`config.mk`:
```
export PLATFORM = sky130hd
export DESIGN_NAME = store_ctrl_flat
export DESIGN_NICKNAME = d
export VERILOG_FILES = /design/src/rtl/store_ctrl_if.sv /design/src/rtl/store_ctrl.sv /design/src/flat_wrapper.sv
export SDC_FILE = /design/constraint.sdc
export NUM_CORES = 1
export LEC_CHECK = 0
export CAP_MARGIN = 20
export CORE_MARGIN = 3
export CORE_UTILIZATION = 47
export DETAILED_ROUTE_END_ITERATION = 7
export PLACE_DENSITY_LB_ADDON = 0.08
export SLEW_MARGIN = 10
export SYNTH_ARGS = -nofsm -noshare
export SYNTH_HDL_FRONTEND = slang
export SYNTH_SLANG_ARGS = --single-unit
```
`constraint.sdc`:
```
create_clock -name clk -period 5.65 [get_ports clk]
set_input_delay 0.8475 -clock clk [delete_from_list [all_inputs] [get_ports clk]]
set_output_delay 0.8475 -clock clk [all_outputs]
set_load 0.1 [all_outputs]
```
`src/rtl/store_ctrl_if.sv`:
```
// ---------------------------------------------------------------------------
// store_ctrl_if
// Bundles the store controller's requester handshake, memory write bus and
// completion/status signals.
//   Requester side : instr_valid, instr_ready, instruction, Read_data1, Read_data2
//   Memory side    : address, write_enable, byte_en, write_data, mem_ack
//   Status         : done, fault, fault_code
// Modports:
//   master - the environment (requester + memory) driving the controller
//   slave  - the store controller itself
// ---------------------------------------------------------------------------
interface store_ctrl_if;
  logic        instr_valid;
  logic        instr_ready;
  logic [31:0] instruction;
  logic [31:0] Read_data1;
  logic [31:0] Read_data2;
  logic [31:0] address;
  logic        write_enable;
  logic [3:0]  byte_en;
  logic [31:0] write_data;
  logic        mem_ack;
  logic        done;
  logic        fault;
  logic [1:0]  fault_code;

  modport master (
    output instr_valid, instruction, Read_data1, Read_data2, mem_ack,
    input  instr_ready, address, write_enable, byte_en, write_data,
           done, fault, fault_code
  );

  modport slave (
    input  instr_valid, instruction, Read_data1, Read_data2, mem_ack,
    output instr_ready, address, write_enable, byte_en, write_data,
           done, fault, fault_code
  );
endinterface

```
`src/rtl/store_ctrl.sv`:
```
// ---------------------------------------------------------------------------
// store_ctrl
// Executes one MIPS store (sw/sh/sb) at a time: accepts the instruction and
// its register operands, computes the effective address, checks opcode and
// alignment, drives a registered memory write until mem_ack or a timeout, and
// reports the outcome with a one-cycle done or fault pulse.
// Ports:
//   clk   - single clock, rising edge
//   reset - asynchronous, active-high; forces IDLE with every output at 0
//   bus   - store_ctrl_if.slave (handshake, memory bus, status)
// Parameter:
//   TIMEOUT - WRITE cycles allowed without mem_ack before a timeout fault
// ---------------------------------------------------------------------------
module store_ctrl #(
  parameter int TIMEOUT = 15
) (
  input  logic        clk,
  input  logic        reset,
  store_ctrl_if.slave bus
);

  localparam logic [2:0] ST_IDLE   = 3'd0;
  localparam logic [2:0] ST_DECODE = 3'd1;
  localparam logic [2:0] ST_WRITE  = 3'd2;
  localparam logic [2:0] ST_DONE   = 3'd3;
  localparam logic [2:0] ST_FAULT  = 3'd4;

  localparam logic [5:0] OP_SW = 6'h2B;
  localparam logic [5:0] OP_SH = 6'h29;
  localparam logic [5:0] OP_SB = 6'h28;

  localparam logic [1:0] FC_NONE     = 2'b00;
  localparam logic [1:0] FC_MISALIGN = 2'b01;
  localparam logic [1:0] FC_ILLEGAL  = 2'b10;
  localparam logic [1:0] FC_TIMEOUT  = 2'b11;

  // Counter only needs to reach TIMEOUT-1 (the last allowed WRITE cycle).
  localparam int             CW       = (TIMEOUT < 2) ? 1 : $clog2(TIMEOUT);
  localparam logic [CW-1:0]  CNT_LAST = CW'(TIMEOUT - 1);

  logic [2:0]    state_q, state_d;
  logic [5:0]    opcode_q, opcode_d;
  logic [15:0]   imm_q, imm_d;
  logic [31:0]   rd1_q, rd1_d;
  logic [31:0]   rd2_q, rd2_d;
  logic [CW-1:0] cnt_q, cnt_d;
  logic [31:0]   address_q, address_d;
  logic          write_enable_q, write_enable_d;
  logic [3:0]    byte_en_q, byte_en_d;
  logic [31:0]   write_data_q, write_data_d;
  logic          instr_ready_q, instr_ready_d;
  logic          done_q, done_d;
  logic          fault_q, fault_d;
  logic [1:0]    fault_code_q, fault_code_d;

  logic          accept_s;
  logic [31:0]   ea_s;
  logic          legal_s;
  logic          misalign_s;
  logic [3:0]    lane_be_s;
  logic [31:0]   lane_data_s;
  logic          unused_fields_s;

  // rs/rt register numbers are resolved upstream; only their values arrive here.
  assign unused_fields_s = ^bus.instruction[25:16];

  assign accept_s = bus.instr_valid & instr_ready_q;
  // Effective address wraps modulo 2^32 by construction of the 32-bit add.
  assign ea_s     = rd1_q + {{16{imm_q[15]}}, imm_q};

  // Opcode legality, alignment check and byte-lane steering for the decoded store.
  always_comb begin
    legal_s     = 1'b0;
    misalign_s  = 1'b0;
    lane_be_s   = 4'b0000;
    lane_data_s = 32'h0000_0000;
    case (opcode_q)
      OP_SW: begin
        legal_s     = 1'b1;
        misalign_s  = (ea_s[1:0] != 2'b00);
        lane_be_s   = 4'b1111;
        lane_data_s = rd2_q;
      end
      OP_SH: begin
        legal_s     = 1'b1;
        misalign_s  = ea_s[0];
        if (ea_s[1]) begin
          lane_be_s = 4'b1100;
        end else begin
          lane_be_s = 4'b0011;
        end
        lane_data_s = {2{rd2_q[15:0]}};
      end
      OP_SB: begin
        legal_s     = 1'b1;
        misalign_s  = 1'b0;
        lane_be_s   = 4'b0001 << ea_s[1:0];
        lane_data_s = {4{rd2_q[7:0]}};
      end
      default: begin
        legal_s     = 1'b0;
        misalign_s  = 1'b0;
        lane_be_s   = 4'b0000;
        lane_data_s = 32'h0000_0000;
      end
    endcase
  end

  // Next-state and next-output logic; outputs are registered against state_d
  // so they line up with the state they belong to.
  always_comb begin
    state_d      = state_q;
    opcode_d     = opcode_q;
    imm_d        = imm_q;
    rd1_d        = rd1_q;
    rd2_d        = rd2_q;
    cnt_d        = cnt_q;
    address_d    = address_q;
    byte_en_d    = byte_en_q;
    write_data_d = write_data_q;
    fault_code_d = fault_code_q;

    case (state_q)
      ST_IDLE: begin
        if (accept_s) begin
          opcode_d     = bus.instruction[31:26];
          imm_d        = bus.instruction[15:0];
          rd1_d        = bus.Read_data1;
          rd2_d        = bus.Read_data2;
          fault_code_d = FC_NONE;
          state_d      = ST_DECODE;
        end else begin
          state_d = ST_IDLE;
        end
      end
      ST_DECODE: begin
        if (!legal_s) begin
          fault_code_d = FC_ILLEGAL;
          state_d      = ST_FAULT;
        end else if (misalign_s) begin
          fault_code_d = FC_MISALIGN;
          state_d      = ST_FAULT;
        end else begin
          cnt_d        = {CW{1'b0}};
          address_d    = {ea_s[31:2], 2'b00};
          byte_en_d    = lane_be_s;
          write_data_d = lane_data_s;
          state_d      = ST_WRITE;
        end
      end
      ST_WRITE: begin
        // An ack on the last allowed cycle beats the timeout.
        if (bus.mem_ack) begin
          state_d = ST_DONE;
        end else if (cnt_q == CNT_LAST) begin
          fault_code_d = FC_TIMEOUT;
          state_d      = ST_FAULT;
        end else begin
          cnt_d = cnt_q + CW'(1);
        end
      end
      ST_DONE: begin
        state_d = ST_IDLE;
      end
      ST_FAULT: begin
        state_d = ST_IDLE;
      end
      default: begin
        state_d = ST_IDLE;
      end
    endcase

    // Strobes live only in WRITE; address and data keep their last values.
    write_enable_d = (state_d == ST_WRITE);
    if (state_d != ST_WRITE) begin
      byte_en_d = 4'b0000;
    end else begin
      byte_en_d = byte_en_d;
    end
    instr_ready_d = (state_d == ST_IDLE);
    done_d        = (state_d == ST_DONE);
    fault_d       = (state_d == ST_FAULT);
  end

  // State, operand and output registers with asynchronous clear.
  always_ff @(posedge clk or posedge reset) begin
    if (reset) begin
      state_q        <= ST_IDLE;
      opcode_q       <= 6'd0;
      imm_q          <= 16'd0;
      rd1_q          <= 32'd0;
      rd2_q          <= 32'd0;
      cnt_q          <= {CW{1'b0}};
      address_q      <= 32'd0;
      write_enable_q <= 1'b0;
      byte_en_q      <= 4'd0;
      write_data_q   <= 32'd0;
      instr_ready_q  <= 1'b0;
      done_q         <= 1'b0;
      fault_q        <= 1'b0;
      fault_code_q   <= 2'd0;
    end else begin
      state_q        <= state_d;
      opcode_q       <= opcode_d;
      imm_q          <= imm_d;
      rd1_q          <= rd1_d;
      rd2_q          <= rd2_d;
      cnt_q          <= cnt_d;
      address_q      <= address_d;
      write_enable_q <= write_enable_d;
      byte_en_q      <= byte_en_d;
      write_data_q   <= write_data_d;
      instr_ready_q  <= instr_ready_d;
      done_q         <= done_d;
      fault_q        <= fault_d;
      fault_code_q   <= fault_code_d;
    end
  end

  assign bus.instr_ready  = instr_ready_q;
  assign bus.address      = address_q;
  assign bus.write_enable = write_enable_q;
  assign bus.byte_en      = byte_en_q;
  assign bus.write_data   = write_data_q;
  assign bus.done         = done_q;
  assign bus.fault        = fault_q;
  assign bus.fault_code   = fault_code_q;

endmodule

```
`src/flat_wrapper.sv`:
```
// flat-port wrapper written by rule: the top's interface ports become plain ports
module store_ctrl_flat 
#(
  parameter int TIMEOUT = 15
)
  (clk, reset, bus_instr_valid, bus_instruction, bus_Read_data1, bus_Read_data2, bus_mem_ack, bus_instr_ready, bus_address, bus_write_enable, bus_byte_en, bus_write_data, bus_done, bus_fault, bus_fault_code);
  store_ctrl_if bus_i ();
  input  logic clk;
  input  logic reset;
  input wire logic [$bits(bus_i.instr_valid)-1:0] bus_instr_valid;
  input wire logic [$bits(bus_i.instruction)-1:0] bus_instruction;
  input wire logic [$bits(bus_i.Read_data1)-1:0] bus_Read_data1;
  input wire logic [$bits(bus_i.Read_data2)-1:0] bus_Read_data2;
  input wire logic [$bits(bus_i.mem_ack)-1:0] bus_mem_ack;
  output wire logic [$bits(bus_i.instr_ready)-1:0] bus_instr_ready;
  output wire logic [$bits(bus_i.address)-1:0] bus_address;
  output wire logic [$bits(bus_i.write_enable)-1:0] bus_write_enable;
  output wire logic [$bits(bus_i.byte_en)-1:0] bus_byte_en;
  output wire logic [$bits(bus_i.write_data)-1:0] bus_write_data;
  output wire logic [$bits(bus_i.done)-1:0] bus_done;
  output wire logic [$bits(bus_i.fault)-1:0] bus_fault;
  output wire logic [$bits(bus_i.fault_code)-1:0] bus_fault_code;
  assign bus_i.instr_valid = bus_instr_valid;
  assign bus_i.instruction = bus_instruction;
  assign bus_i.Read_data1 = bus_Read_data1;
  assign bus_i.Read_data2 = bus_Read_data2;
  assign bus_i.mem_ack = bus_mem_ack;
  assign bus_instr_ready = bus_i.instr_ready;
  assign bus_address = bus_i.address;
  assign bus_write_enable = bus_i.write_enable;
  assign bus_byte_en = bus_i.byte_en;
  assign bus_write_data = bus_i.write_data;
  assign bus_done = bus_i.done;
  assign bus_fault = bus_i.fault;
  assign bus_fault_code = bus_i.fault_code;
  store_ctrl #(.TIMEOUT(TIMEOUT)) u_core (.clk(clk), .reset(reset), .bus(bus_i));
endmodule
```
==> results.tsv <==
stage	metric	value	unit
cts	postCtsHoldBufs	0	
sta	fin_crit_sh	61.41	%
floorplan	ios	174	
floorplan	die-height	139.1	um
cts	numCtsBuffers	17	
setup_path	critPathLaunchType	flip-flop	
route	vias	6592	
sta	final.min_clock_period	3.469	ns
global_routing	grt_pass1_wl	34.17	mm
sta	rsz0062_at_grt	false	
global_routing	grt_max_degree	100	
min_path	worstHoldPathType	flip-flop to flip-flop	
placed_design	place_hpwl	14.63	mm
route	ant_nets	0	
logic_synthesis	ys_warn_count	0	
logic_synthesis	synthCells	816	
sta	clock.fmax	0.2882	GHz
cts	cts_root_buf	clkbuf_16	
floorplan	core-area	17300	um^2
logic_synthesis	syn_avg_cell_area	10.21	um^2
power_and_ir_drop	power_density	672.8	nW/um^2
logic_synthesis	synthArstFlopShare	100.0	%
route	viasPerCell	5.535	
sta	finalSetupViolations	0	
setup_path	slowest_stage	nand2b_4	
job	cap_violations	0	
setup_path	path_cells	ha_1 > inv_1 > fa_1 > a21boi_1 > a211oi_1 > nand2b_4 > nor4_1 > o21ai_0 > nor3b_1	
setup_path	endpoint_kind	flip-flop	
cells_and_area	final_util	62.12	%
setup_path	required	5.96	ns
placed_design	gp_congestion	0.8823	
route	first_pass_iters	7	
global_routing	track_usage	21.61	%
setup_path	path_buf_inv	1	
cells_and_area	fill_cells	1425	
floorplan	die_width	139.1	um
route	post-route-drc-count	0	
cts	postCtsSetupBuffers	0	
placed_design	io_buffers	161	
run_status	outcome	completed	
cells_and_area	area_delta_synth_final	28.99	%
logic_synthesis	synth_area	8330	um^2
setup_path	arrival	3.77	ns
global_routing	grt_pass1_vias	6768	
route	routed_wl	20.54	mm
cts	clkTransAtPathRegs	0.07	ns
global_routing	overflow	0	
cts	cts_tree	built	
power_and_ir_drop	p_leak	4.583	nW
cts	clock_latency	0.43	ns
global_routing	antenna_found_initial	0	
logic_synthesis	synth_edf_count	0	
sta	finClkSkew	0.01160	ns
floorplan	num_rows	48	
setup_path	path_delay_family	simple AND/OR/NAND/NOR gates	
cts	cts_max_path_buffers	2	
sta	setup_tns	0	ns
floorplan	die-area	19360	um^2
sta	final-hold-violation-count	0	
setup_path	criticalPathCategory	flip-flop to flip-flop	
cts	htreeDepth	4	
cells_and_area	antenna_cells	0	
setup_path	slowest_delay	0.66	ns
power_and_ir_drop	irDropWorstVdd	0.4658	mV
logic_synthesis	yosysUniqueCellTypes	65	
cts	cts_resized	0	
sta	maxSlewViolCount	0	
cells_and_area	fin_nets	1087	
setup_path	worst-path-max-fanout	99	
cts	cts_sinks	165	
route	wl_per_cell	17.25	um
logic_synthesis	ys_seq_area_share	49.56	%
sta	tightest_slew	1.070	ns
sta	slew-limit-headroom	28.46	%
floorplan	start_util	48.16	%
logic_synthesis	synth-seq-cells	165	
route	drt_iter0_drc	456	
cells_and_area	drive_gt1_share	13.66	%
logic_synthesis	synth_flop_cell	dfrtp_1	
## stage by stage
| stage | instances | hold WS (ns) | cell area [um^2] | power (mW) | setup WS, ns |
|---|---|---|---|---|---|
| 5_1_grt | 1191 | 0.5140 | 10750 | 7.692 | 1.791 |
| 3_3_place_gp | 1158 | 0.4630 | 10080 | 5.838 | 2.308 |
| 3_5_place_dp | 1158 | 0.4681 | 10080 | 5.958 | 2.207 |
| 2_1_floorplan | 817 | 0.4592 | 8334 | 5.009 | 0.3408 |
| 4_1_cts | 1190 | 0.4844 | 10720 | 7.243 | 2.162 |
| 6_report | 1191 | 0.4811 | 10750 | 7.230 | 2.181 |
## cells in the mapped netlist (4+ instances only)
cell type	instances	area, um^2
inv_1	16	60.06
o21a_1	4	30.03
nand3_1	14	70.07
a22oi_1	9	67.56
mux2i_1	10	100.1
xnor2_1	12	105.1
a31oi_1	5	31.28
a21oi_1	57	285.3
nand2b_1	4	25.02
ha_1	33	412.9
and3_1	4	25.02
dfrtp_1	165	4129
nand2_1	119	446.7
mux2_2	80	900.9
nand4_1	11	68.82
nor2_1	48	180.2
nor3_1	12	60.06
clkbuf_1	41	153.9
a211oi_1	7	52.55
xor2_1	12	105.1
o21ai_0	69	345.3
o211ai_1	9	67.56
a21o_1	10	75.07
## logic make-up after synthesis
kind of cell	share of synthesized area (%)
other cells	0.04502
xor+xnor	2.523
compound gates	14.94
mux	12.02
flops	49.56
simple gates	12.59
buf+inv	3.124
fa+ha+maj	5.197
## area by class of cell
type,instances,area (um^2),area share (%)
flip-flops and latches,165,4129,38.43
repair buffers,166,1669,15.53
clock inverters,13,186.4,1.735
well taps,225,281.5,2.620
clock buffers,19,452.9,4.215
inverters,17,70.07,0.6521
multi-input cells,586,3956,36.82
## worst reg2reg max path: cells and delay by family, from the launching register on
kind            cells  cell delay (ns)
simple gates        3             1.29
compound gates      3             0.86
fa+ha+maj           2             0.79
flops               1             0.35
buf+inv             1             0.07
## layer usage
layer	up-vias	global-route usage [%]	routed length [um]
met5	-	0	0
met4	0	4.892	251
met3	23	5.862	1009
met2	174	36.64	10150
met1	3218	27.90	9127
li1	3177	-	-
## power by group
part / total, mW / internal [mW] / leakage [nW] / switching (mW)
Combinational: 4.02 / 1.49 / 2.19 / 2.53
Clock: 1.25 / 0.736 / 0.311 / 0.511
Sequential: 1.97 / 1.63 / 2.08 / 0.343
Total: 7.23 / 3.85 / 4.58 / 3.38
## registers in the layout (all words and copies together), names as in the netlist, 3 cells and up
signal and count:
u_core.bus.write_data 32, u_core.rd1_q 32, u_core.rd2_q 32, u_core.bus.address 30, u_core.imm_q 16, u_core.opcode_q 6, u_core.bus.byte_en 4, u_core.cnt_q 4
u_core.state_q 3
## cells in the final DEF, fill, tap and decap left out, types with 4 or more instances in the layout
cell	instances
a22oi_1	9
xnor2_1	12
o21ai_0	69
buf_4	4
clkdlybuf4s50_1	161
nor3_1	12
a21o_1	10
nand3_1	14
nor2_1	48
nand2_1	119
a21oi_1	57
o211ai_1	9
mux2i_1	10
xor2_1	12
dfrtp_1	165
clkbuf_16	17
nand4_1	11
mux2_2	80
inv_1	15
ha_1	33
and3_1	4
a31oi_1	5
a211oi_1	7
inv_6	7
o21a_1	4
## path summary, 6_finish.rpt
kind | from | endpoint | slack [ns] | depth (start not counted)
max | u_core.imm_q[0] | u_core.bus.address[31] | 2.18 | 9
max reg2reg | u_core.imm_q[0] | u_core.bus.address[31] | 2.18 | 9
min | u_core.bus.write_data[4] | u_core.bus.write_data[4] | 0.48 | 2
min in group asynchronous | reset | u_core.imm_q[3] | 0.88 | 2
max in group asynchronous | reset | u_core.bus.address[9] | 3.64 | 3
min reg2reg | u_core.bus.write_data[4] | u_core.bus.write_data[4] | 0.48 | 2
Note: power is estimated with default switching activity, not from simulation.
